===== src/rtl/alu_seq.sv =====
// alu_seq: registered ALU with single-cycle arithmetic/logic/shift/rotate ops
// and an iterative radix-4 Booth multiplier, behind valid/ready handshakes.
module alu_seq #(
  parameter int WIDTH = 16,
  parameter int SHW   = $clog2(WIDTH)
) (
  input  logic             clk,
  input  logic             rst_n,
  input  logic             in_valid,
  output logic             in_ready,
  input  logic [3:0]       op,
  input  logic [WIDTH-1:0] i0,
  input  logic [WIDTH-1:0] i1,
  output logic             out_valid,
  input  logic             out_ready,
  output logic [WIDTH-1:0] o,
  output logic             cout,
  output logic             zero,
  output logic             neg,
  output logic             ovf,
  output logic             err
);

  localparam int HALF = WIDTH / 2;
  localparam int CW   = (HALF > 1) ? $clog2(HALF) : 1;
  localparam logic [CW-1:0] LAST = CW'(HALF - 1);

  localparam logic [3:0] OP_ADD = 4'd0;
  localparam logic [3:0] OP_SUB = 4'd1;
  localparam logic [3:0] OP_AND = 4'd2;
  localparam logic [3:0] OP_OR  = 4'd3;
  localparam logic [3:0] OP_XOR = 4'd4;
  localparam logic [3:0] OP_MUL = 4'd5;
  localparam logic [3:0] OP_SHL = 4'd6;
  localparam logic [3:0] OP_SHR = 4'd7;
  localparam logic [3:0] OP_SRA = 4'd8;
  localparam logic [3:0] OP_ROL = 4'd9;
  localparam logic [3:0] OP_ROR = 4'd10;

  typedef enum logic [1:0] {IDLE, MUL, DONE} state_t;

  state_t state, state_next;
  logic   accept;

  // Single-cycle datapath signals
  logic [WIDTH:0]   sum, diff;
  logic [SHW-1:0]   amt;
  logic [SHW:0]     inv_amt;
  logic [WIDTH-1:0] alu_o;
  logic             alu_cout, alu_ovf, alu_err;

  // Booth multiplier state
  logic [2*WIDTH-1:0] mcand, acc, term, acc_next;
  logic [WIDTH-1:0]   mplier;
  logic               mprev;
  logic [CW-1:0]      cnt;
  logic               mul_ovf;

  assign in_ready  = (state == IDLE) || (state == DONE && out_ready);
  assign accept    = in_valid && in_ready;
  assign out_valid = (state == DONE);

  // Combinational result and flags for every one-cycle opcode
  always_comb begin
    amt      = i1[SHW-1:0];
    inv_amt  = (SHW+1)'(WIDTH) - {1'b0, amt};
    sum      = {1'b0, i0} + {1'b0, i1};
    diff     = {1'b0, i0} + {1'b0, ~i1} + {{WIDTH{1'b0}}, 1'b1};
    alu_o    = '0;
    alu_cout = 1'b0;
    alu_ovf  = 1'b0;
    alu_err  = 1'b0;
    case (op)
      OP_ADD: begin
        alu_o    = sum[WIDTH-1:0];
        alu_cout = sum[WIDTH];
        alu_ovf  = (i0[WIDTH-1] == i1[WIDTH-1]) && (sum[WIDTH-1] != i0[WIDTH-1]);
      end
      OP_SUB: begin
        alu_o    = diff[WIDTH-1:0];
        alu_cout = diff[WIDTH];
        alu_ovf  = (i0[WIDTH-1] != i1[WIDTH-1]) && (diff[WIDTH-1] != i0[WIDTH-1]);
      end
      OP_AND: alu_o = i0 & i1;
      OP_OR:  alu_o = i0 | i1;
      OP_XOR: alu_o = i0 ^ i1;
      OP_MUL: alu_o = '0;
      OP_SHL: alu_o = i0 << amt;
      OP_SHR: alu_o = i0 >> amt;
      OP_SRA: alu_o = $signed(i0) >>> amt;
      // amount 0 gives inv_amt == WIDTH, so the wrapped half shifts out to zero
      OP_ROL: alu_o = (i0 << amt) | (i0 >> inv_amt);
      OP_ROR: alu_o = (i0 >> amt) | (i0 << inv_amt);
      default: alu_err = 1'b1;
    endcase
  end

  // Booth digit recoding: add 0, +/-1 or +/-2 times the aligned multiplicand
  always_comb begin
    term = '0;
    case ({mplier[1:0], mprev})
      3'b001, 3'b010: term = mcand;
      3'b011:         term = mcand << 1;
      3'b100:         term = '0 - (mcand << 1);
      3'b101, 3'b110: term = '0 - mcand;
      default:        term = '0;
    endcase
    acc_next = acc + term;
    mul_ovf  = acc_next[2*WIDTH-1:WIDTH] != {WIDTH{acc_next[WIDTH-1]}};
  end

  // State register
  always_ff @(posedge clk) begin
    if (!rst_n) state <= IDLE;
    else        state <= state_next;
  end

  // Next-state logic; a release in DONE may be paired with a new accept
  always_comb begin
    state_next = state;
    case (state)
      IDLE: if (accept) state_next = (op == OP_MUL) ? MUL : DONE;
      MUL:  if (cnt == LAST) state_next = DONE;
      DONE: begin
        if (out_ready) begin
          if (accept) state_next = (op == OP_MUL) ? MUL : DONE;
          else        state_next = IDLE;
        end
      end
      default: state_next = IDLE;
    endcase
  end

  // Result/flag registers and multiplier iteration
  always_ff @(posedge clk) begin
    if (!rst_n) begin
      o      <= '0;
      cout   <= 1'b0;
      zero   <= 1'b0;
      neg    <= 1'b0;
      ovf    <= 1'b0;
      err    <= 1'b0;
      mcand  <= '0;
      mplier <= '0;
      mprev  <= 1'b0;
      acc    <= '0;
      cnt    <= '0;
    end else if (accept) begin
      if (op == OP_MUL) begin
        mcand  <= {{WIDTH{i0[WIDTH-1]}}, i0};
        mplier <= i1;
        mprev  <= 1'b0;
        acc    <= '0;
        cnt    <= '0;
        err    <= 1'b0;
      end else begin
        o    <= alu_o;
        cout <= alu_cout;
        ovf  <= alu_ovf;
        err  <= alu_err;
        zero <= (alu_o == '0);
        neg  <= alu_o[WIDTH-1];
      end
    end else if (state == MUL) begin
      acc    <= acc_next;
      mcand  <= mcand << 2;
      mplier <= mplier >> 2;
      mprev  <= mplier[1];
      cnt    <= cnt + 1'b1;
      // The last digit's sum is written straight into the result registers
      if (cnt == LAST) begin
        o    <= acc_next[WIDTH-1:0];
        cout <= 1'b0;
        ovf  <= mul_ovf;
        err  <= 1'b0;
        zero <= (acc_next[WIDTH-1:0] == '0);
        neg  <= acc_next[WIDTH-1];
      end
    end
  end

endmodule

===== config.mk =====
export PLATFORM = sky130hd
export DESIGN_NAME = alu_seq
export DESIGN_NICKNAME = d
export VERILOG_FILES = /design/src/rtl/alu_seq.sv
export SDC_FILE = /design/constraint.sdc
export NUM_CORES = 1
export LEC_CHECK = 0
export BUFFER_PORTS_ARGS = -buffer_cell sky130_fd_sc_hd__buf_2
export CORE_UTILIZATION = 35
export CTS_BUF_LIST = sky130_fd_sc_hd__clkbuf_4
export CTS_CLUSTER_DIAMETER = 30
export CTS_CLUSTER_SIZE = 30
export DETAILED_ROUTE_END_ITERATION = 7
export PLACE_DENSITY = 0.52
export SLEW_MARGIN = 15
export SYNTH_ARGS = -nofsm -noshare
export SYNTH_HDL_FRONTEND = slang
export SYNTH_SLANG_ARGS = --single-unit

===== constraint.sdc =====
create_clock -name clk -period 6.9 [get_ports clk]
set_clock_uncertainty 0.05 [all_clocks]
set_input_delay 0.69 -clock clk [delete_from_list [all_inputs] [get_ports clk]]
set_output_delay 0.69 -clock clk [all_outputs]
set_load 0.01 [all_outputs]

==> qor.yml, run 1 <==
run_status: "complete, no violations"
post_drt_wl_per_cell_um: 23.8
via_per_inst: 6.29
synth.top_cell.area_share: 0.155
postCtsSetupBuffers: 0
ctsRootBufferMaster: "clkbuf_4"
fin_crit_ns: 5.78
synthFlopType: "dfxtp_1"
hold_violations: 0
cp_common_cell: "a21oi_1"
hpwl_um: 41000
grt-ovfl-total: 0
coreArea_um2: 38600
worst_hold_slack_ns: 0.378
drive_gt1_frac: 0.107
fin_total_pwr_mw: 1.82
path_clk_slew_ns: 0.20
io_buffers: 62
synth-xor-area-share: 0.0442
critical-path-top-delay-family: "simple AND/OR/NAND/NOR gates"
cts_tree: "yes"
power.density_nw_per_um2: 127
critPathKind: "reg -> reg"
die_x_um: 200
setup.worst_path.start_class: "flip-flop"
place.gp.congestion: 0.985
clock_path_buffers: 2
syn_inst: 1944
synth_edf_count: 0
post-route-period-util: 0.837
hold_class: "in -> reg"
drt-initial-drc-count: 1499
synth-simple-area-share: 0.247
cp.buffers_inverters: 1
final_area_um2: 14400
cp_data_required_time_ns: 7.29
antenna_left: 0
dpl-instance-area_um2: 14200
antenna_found_initial: 2
nets: 1993
avgSynthCellArea_um2: 7.04
htreeDepth: 3
setup_viol: 0
clk_latency_ns: 0.54
leakage_nw: 5.48
grt_usage: 0.283
ff2ff_setup_slack_ns: 1.12
maxCapViolations: 0
synth.area.top_cells: "dfxtp_1, ha_1, mux4_2, nor2_1, nand2_1"
final_cell_mix: "nor2_1, nand2_1, a21oi_1"
cts_made_buffers: 9
r2r_cells: 20
cp-end-kind: "flip-flop"
ir_worst_vdd_v: 0.000107
setup-tns-final_ns: 0
max_freq_mhz: 173
hold_end: "mplier[15]"
synth-compound-area-share: 0.292
start_util: 0.354
async_flop_share: 0
stdcell_count: 2388
dpl.cell_count: 2373
rsz0062_at_grt: "no"
firstDrtPassIters: 8
slew_violations: 0
worstReg2RegStart: "mcand[1]"
r2r-end: "ovf"
cp_max_fo: 7
die_h_um: 200
ys_warn_count: 0
ios: 63
yosysSeqAreaShare: 0.155
cts-resized-gates: 0
synth_top_family_by_area: "compound AO/OA/AOI/OAI gates"
grt_max_degree: 65
final_common_cell: "nor2_1"
dieArea_um2: 39900
slew_headroom: 0.140
synth-seq-cells: 106
slowest_stage: "or4_1"
synth_area_leader_cell: "dfxtp_1"
cp_data_arrival_time_ns: 6.17
yosys.area_share.adder: 0.0812
synthMuxAreaShare: 0.109
max_stage_delay_ns: 0.58
holdPathStages: 3
synth_fp_nets: 2071
placementRows: 72
synth.distinct_cells: 83
tightest_slew_ns: 1.29
crit_chain: "inv_1 > ha_1 > or3b_2 > or4b_4 > or4_1 > nand2_1 > xor2_1 > a2bb2oi_1 > o221ai_1 > ha_1 > nand4_1 > a21oi_1 > a21oi_1 > a21oi_1 > xor2_1 > and3_1 > nand4_1 > or4_1 > a2111oi_0 > a221oi_1"
drc: 0
grt_pass1_vias: 13815
vias: 15020
cts.sinks: 106
hold_buffers: 0
area_growth_pct: 4.97
grt_pass1_wl_um: 85800
hp-start: "i1[15]"
netlist_area_um2: 13700
wirelength_um: 56800
==> cells by family (layout without fill, tap and decap cells) <==
kind of cell	after synthesis	after routing
XOR/XNOR	69	69
AO/OA/AOI/OAI	612	612
AND/OR/NAND/NOR	730	730
multiplexers	92	92
buffers and inverters	248	173
other	0	1
adder cells (fa/ha/maj)	87	87
flip-flops	106	106
==> cell type report <==
class / count / area (µm²)
flip-flops and latches: 106 / 2120
fillers: 4177 / 24300
diodes: 1 / 2.50
multi-input cells: 1590 / 10600
well taps: 518 / 648
inverters: 60 / 226
clock buffers: 10 / 75.1
clock inverters: 4 / 76.3
repair buffers: 99 / 591
==> sequential cells by signal, summed over array words and instances (netlist names), 2 cells and up <==
register / cells
acc: 32
state: 2
mcand: 32
o: 16
mplier: 16
cnt: 3
==> layer usage <==
| layer | global-route usage | routed length (µm) |
|---|---|---|
| met1 | 0.360 | 23400 |
| met2 | 0.471 | 26700 |
| met3 | 0.0343 | 3710 |
| met4 | 0.141 | 2920 |
| met5 | 0 | 0 |
==> Yosys cell counts, types with 12 or more instances <==
cell      count
or4_1        13
nor2_1      237
buf_2        15
a21oi_1     147
nand4_1      20
a22oi_1      46
nor3_1       44
nor4_1       14
clkbuf_1    152
mux2_2       12
inv_1        58
buf_1        15
nor2b_1      16
xor2_1       22
nand2_1     229
dfxtp_1     106
a311oi_1     20
xnor2_1      47
o21ai_0     136
a31oi_1      50
o211ai_1     34
mux2i_1      36
nand2b_1     18
o221ai_1     14
ha_1         84
mux4_2       44
a211oi_1     29
a21o_1       25
nand3_1      65
==> worst max path at each step <==
stage / start / endpoint / slack [ns] / cells past startpoint
floorplan: mcand[1] / ovf / 1.69 / 21
global placement: mcand[0] / ovf / 1.23 / 20
detailed placement: mcand[0] / ovf / 1.15 / 20
CTS: mcand[1] / ovf / 1.15 / 20
global route: mcand[1] / ovf / 0.70 / 22
finish: mcand[1] / ovf / 1.12 / 20
==> tightest hold or removal path, delay by kind of cell <==
kind | cells | cell delay (ns)
AOI/OAI and AO/OA | 1 | 0.05
buffers and inverters | 1 | 0.12
and+or+nand+nor | 1 | 0.05
==> power breakdown <==
part / internal (mW) / switching, mW
registers: 0.629 / 0.0193
clock network: 0.148 / 0.227
logic: 0.278 / 0.517
total: 1.06 / 0.763
==> through the flow <==
stage	setup WS, ns	utilization
2_1_floorplan	1.69	-
3_3_place_gp	1.23	0.368
3_5_place_dp	1.15	0.368
4_1_cts	1.15	0.372
5_1_grt	0.695	0.372
6_report	1.12	0.372
(Power assumes the default switching activity.)
==> run 2, diff against run 1 <==
Settings changed: PLACE_DENSITY 0.52 to 0.54.
Clock period 6.9 ns to 5.2 ns, I/O delays scaled along.
==> run 2 against run 1 <==
  * Wire length grew 0.59%
  * Register-to-register slack worse by 1.1 ns
  * Largest cell class unchanged
  * Sequential power grew 31%
  * Critical path type unchanged
==> qor.yml, run 2 (synthesis gave the netlist of run 1 again) <==
largest_registers: "acc x32, mcand x32"  # unchanged
setup.worst_path.start_class: "flip-flop"  # unchanged
hold_class: "in -> reg"  # unchanged
htreeDepth: 3  # unchanged
hold_violations: 0  # unchanged
slew_headroom: 0.0308  # was 0.140
worst_hold_slack_ns: 0.229  # was 0.378 ns
final_common_cell: "nor2_1"  # unchanged
firstDrtPassIters: 7  # was 8
post-route-period-util: 0.990  # was 0.837
place.gp.congestion: 1.02  # was 0.985
clock_path_buffers: 2  # unchanged
max_freq_mhz: 194  # was 173 MHz
setup_viol: 0  # unchanged
cts_tree: "yes"  # unchanged
die_x_um: 200  # unchanged
placementRows: 72  # unchanged
dieArea_um2: 39900  # unchanged
ir_worst_vdd_v: 0.0000959  # was 0.000107 V
hp-start: "out_ready"  # was i1[15]
cts.sinks: 106  # unchanged
cp_data_arrival_time_ns: 5.52  # was 6.17 ns
post_drt_wl_per_cell_um: 22.8  # was 23.8 µm
final_area_um2: 15500  # was 14400 µm²
drt-initial-drc-count: 1470  # was 1499
path_clk_slew_ns: 0.20  # about the same
leakage_nw: 6.14  # was 5.48 nW
grt-ovfl-total: 0  # unchanged
startpoint: "mcand[7]"  # was mcand[1]
via_per_inst: 6.22  # was 6.29
grt_max_degree: 67  # was 65
rsz0062_at_grt: "yes"  # was no
grt_pass1_vias: 14394  # was 13815
slew_violations: 0  # unchanged
antenna_found_initial: 1  # was 2
die_h_um: 200  # unchanged
grt_usage: 0.283  # about the same
final_cell_mix: "nor2_1, nand2_1, buf_4"  # was nor2_1, nand2_1, a21oi_1
area_growth_pct: 13.4  # was 4.97%
grt_pass1_wl_um: 86200  # was 85800 µm
cp_data_required_time_ns: 5.57  # was 7.29 ns
drive_gt1_frac: 0.183  # was 0.107
worstReg2RegStart: "mcand[7]"  # was mcand[1]
cp_max_fo: 6  # was 7
io_buffers: 62  # unchanged
power.density_nw_per_um2: 162  # was 127 nW/µm²
run_status: "complete, no violations"  # unchanged
maxCapViolations: 0  # unchanged
cts_made_buffers: 9  # unchanged
cp-end-kind: "flip-flop"  # unchanged
drc: 0  # unchanged
hpwl_um: 42400  # was 41000 µm
tightest_slew_ns: 1.44  # was 1.29 ns
fin_crit_ns: 5.15  # was 5.78 ns
clk_latency_ns: 0.56  # was 0.54 ns
antenna_left: 0  # unchanged
critPathKind: "reg -> reg"  # unchanged
nets: 2106  # was 1993
hold_buffers: 0  # unchanged
dpl-instance-area_um2: 15000  # was 14200 µm²
ctsRootBufferMaster: "clkbuf_4"  # unchanged
start_util: 0.354  # unchanged
ios: 63  # unchanged
coreArea_um2: 38600  # unchanged
wirelength_um: 57100  # was 56800 µm
vias: 15570  # was 15020
## run 2: cell types whose count changed in the layout (fill, tap and decap cells not counted), moves of 4 or more
cell and delta:
xnor2_2 +5, ha_2 +4, ha_1 -6, a21oi_1 -4, xnor2_1 -6, or4_1 -5
or4_4 +5, o21ai_1 +9, buf_4 +111, a21oi_2 +4, o21ai_0 -10
## run 2: worst paths after layout
kind               endpoint  slack, ns  cells after the start
hold reg to reg   mplier[0]       0.41                      2
hold / removal     state[1]       0.23                      4
setup / recovery        ovf       0.05                     18
setup reg to reg        ovf       0.05                     18
## run 2: routing by layer
layer	GRT usage	share of wire
met1	0.348	0.40
met2	0.469	0.47
met3	0.0444	0.067
met4	0.162	0.058
met5	0.00370	0
## run 2: through the flow
step,instances,setup TNS (ns),setup slack [ns],util,power (mW)
3_5_place_dp,2478,-0.233,-0.233,0.388,1.98
5_1_grt,2503,-0.263,-0.207,0.402,2.64
6_report,2503,0,0.0496,0.402,2.51
3_3_place_gp,2478,-0.161,-0.161,0.388,1.97
2_1_floorplan,1944,0,0.0717,-,1.59
4_1_cts,2500,0,0.0479,0.396,2.48
## run 2: power by group
group	switching, mW	internal [mW]	leakage (nW)
registers	0.0171	0.835	0.859
logic	0.726	0.451	5.20
clock network	0.329	0.156	0.0843
## run 2: cell type report
type	count	area (µm²)
Antenna cell	1	2.50
Clock buffer	9	67.6
Clock inverter	7	83.8
Fill cell	4097	23100
Inverter	60	226
Multi-Input combinational cell	1590	10900
Sequential cell	106	2130
Tap cell	518	648
Timing Repair Buffer	212	1450
## run 2: timing repair
| action | in CTS | in global routing |
|---|---|---|
| endpoints found under the setup margin | 1 | 7 |
| cloned | 0 | 0 |
| gates resized for setup | 25 | 52 |
| pin swaps | 16 | 34 |
| setup buffers | 6 | 2 |
## run 2: worst max-delay path: stages (launching register included)
cell      delay [ns]
dfxtp_1         0.36
or4_4           0.53
or4b_4          0.59
or4_4           0.53
o21ai_0         0.18
a22oi_1         0.11
o21ai_1         0.12
ha_1            0.30
a21o_1          0.23
a21o_1          0.20
a21oi_2         0.16
o21ai_0         0.12
a31oi_2         0.28
buf_4           0.18
o21bai_1        0.09
xnor2_1         0.19
or4_1           0.58
nor2_4          0.13
a221oi_2        0.05
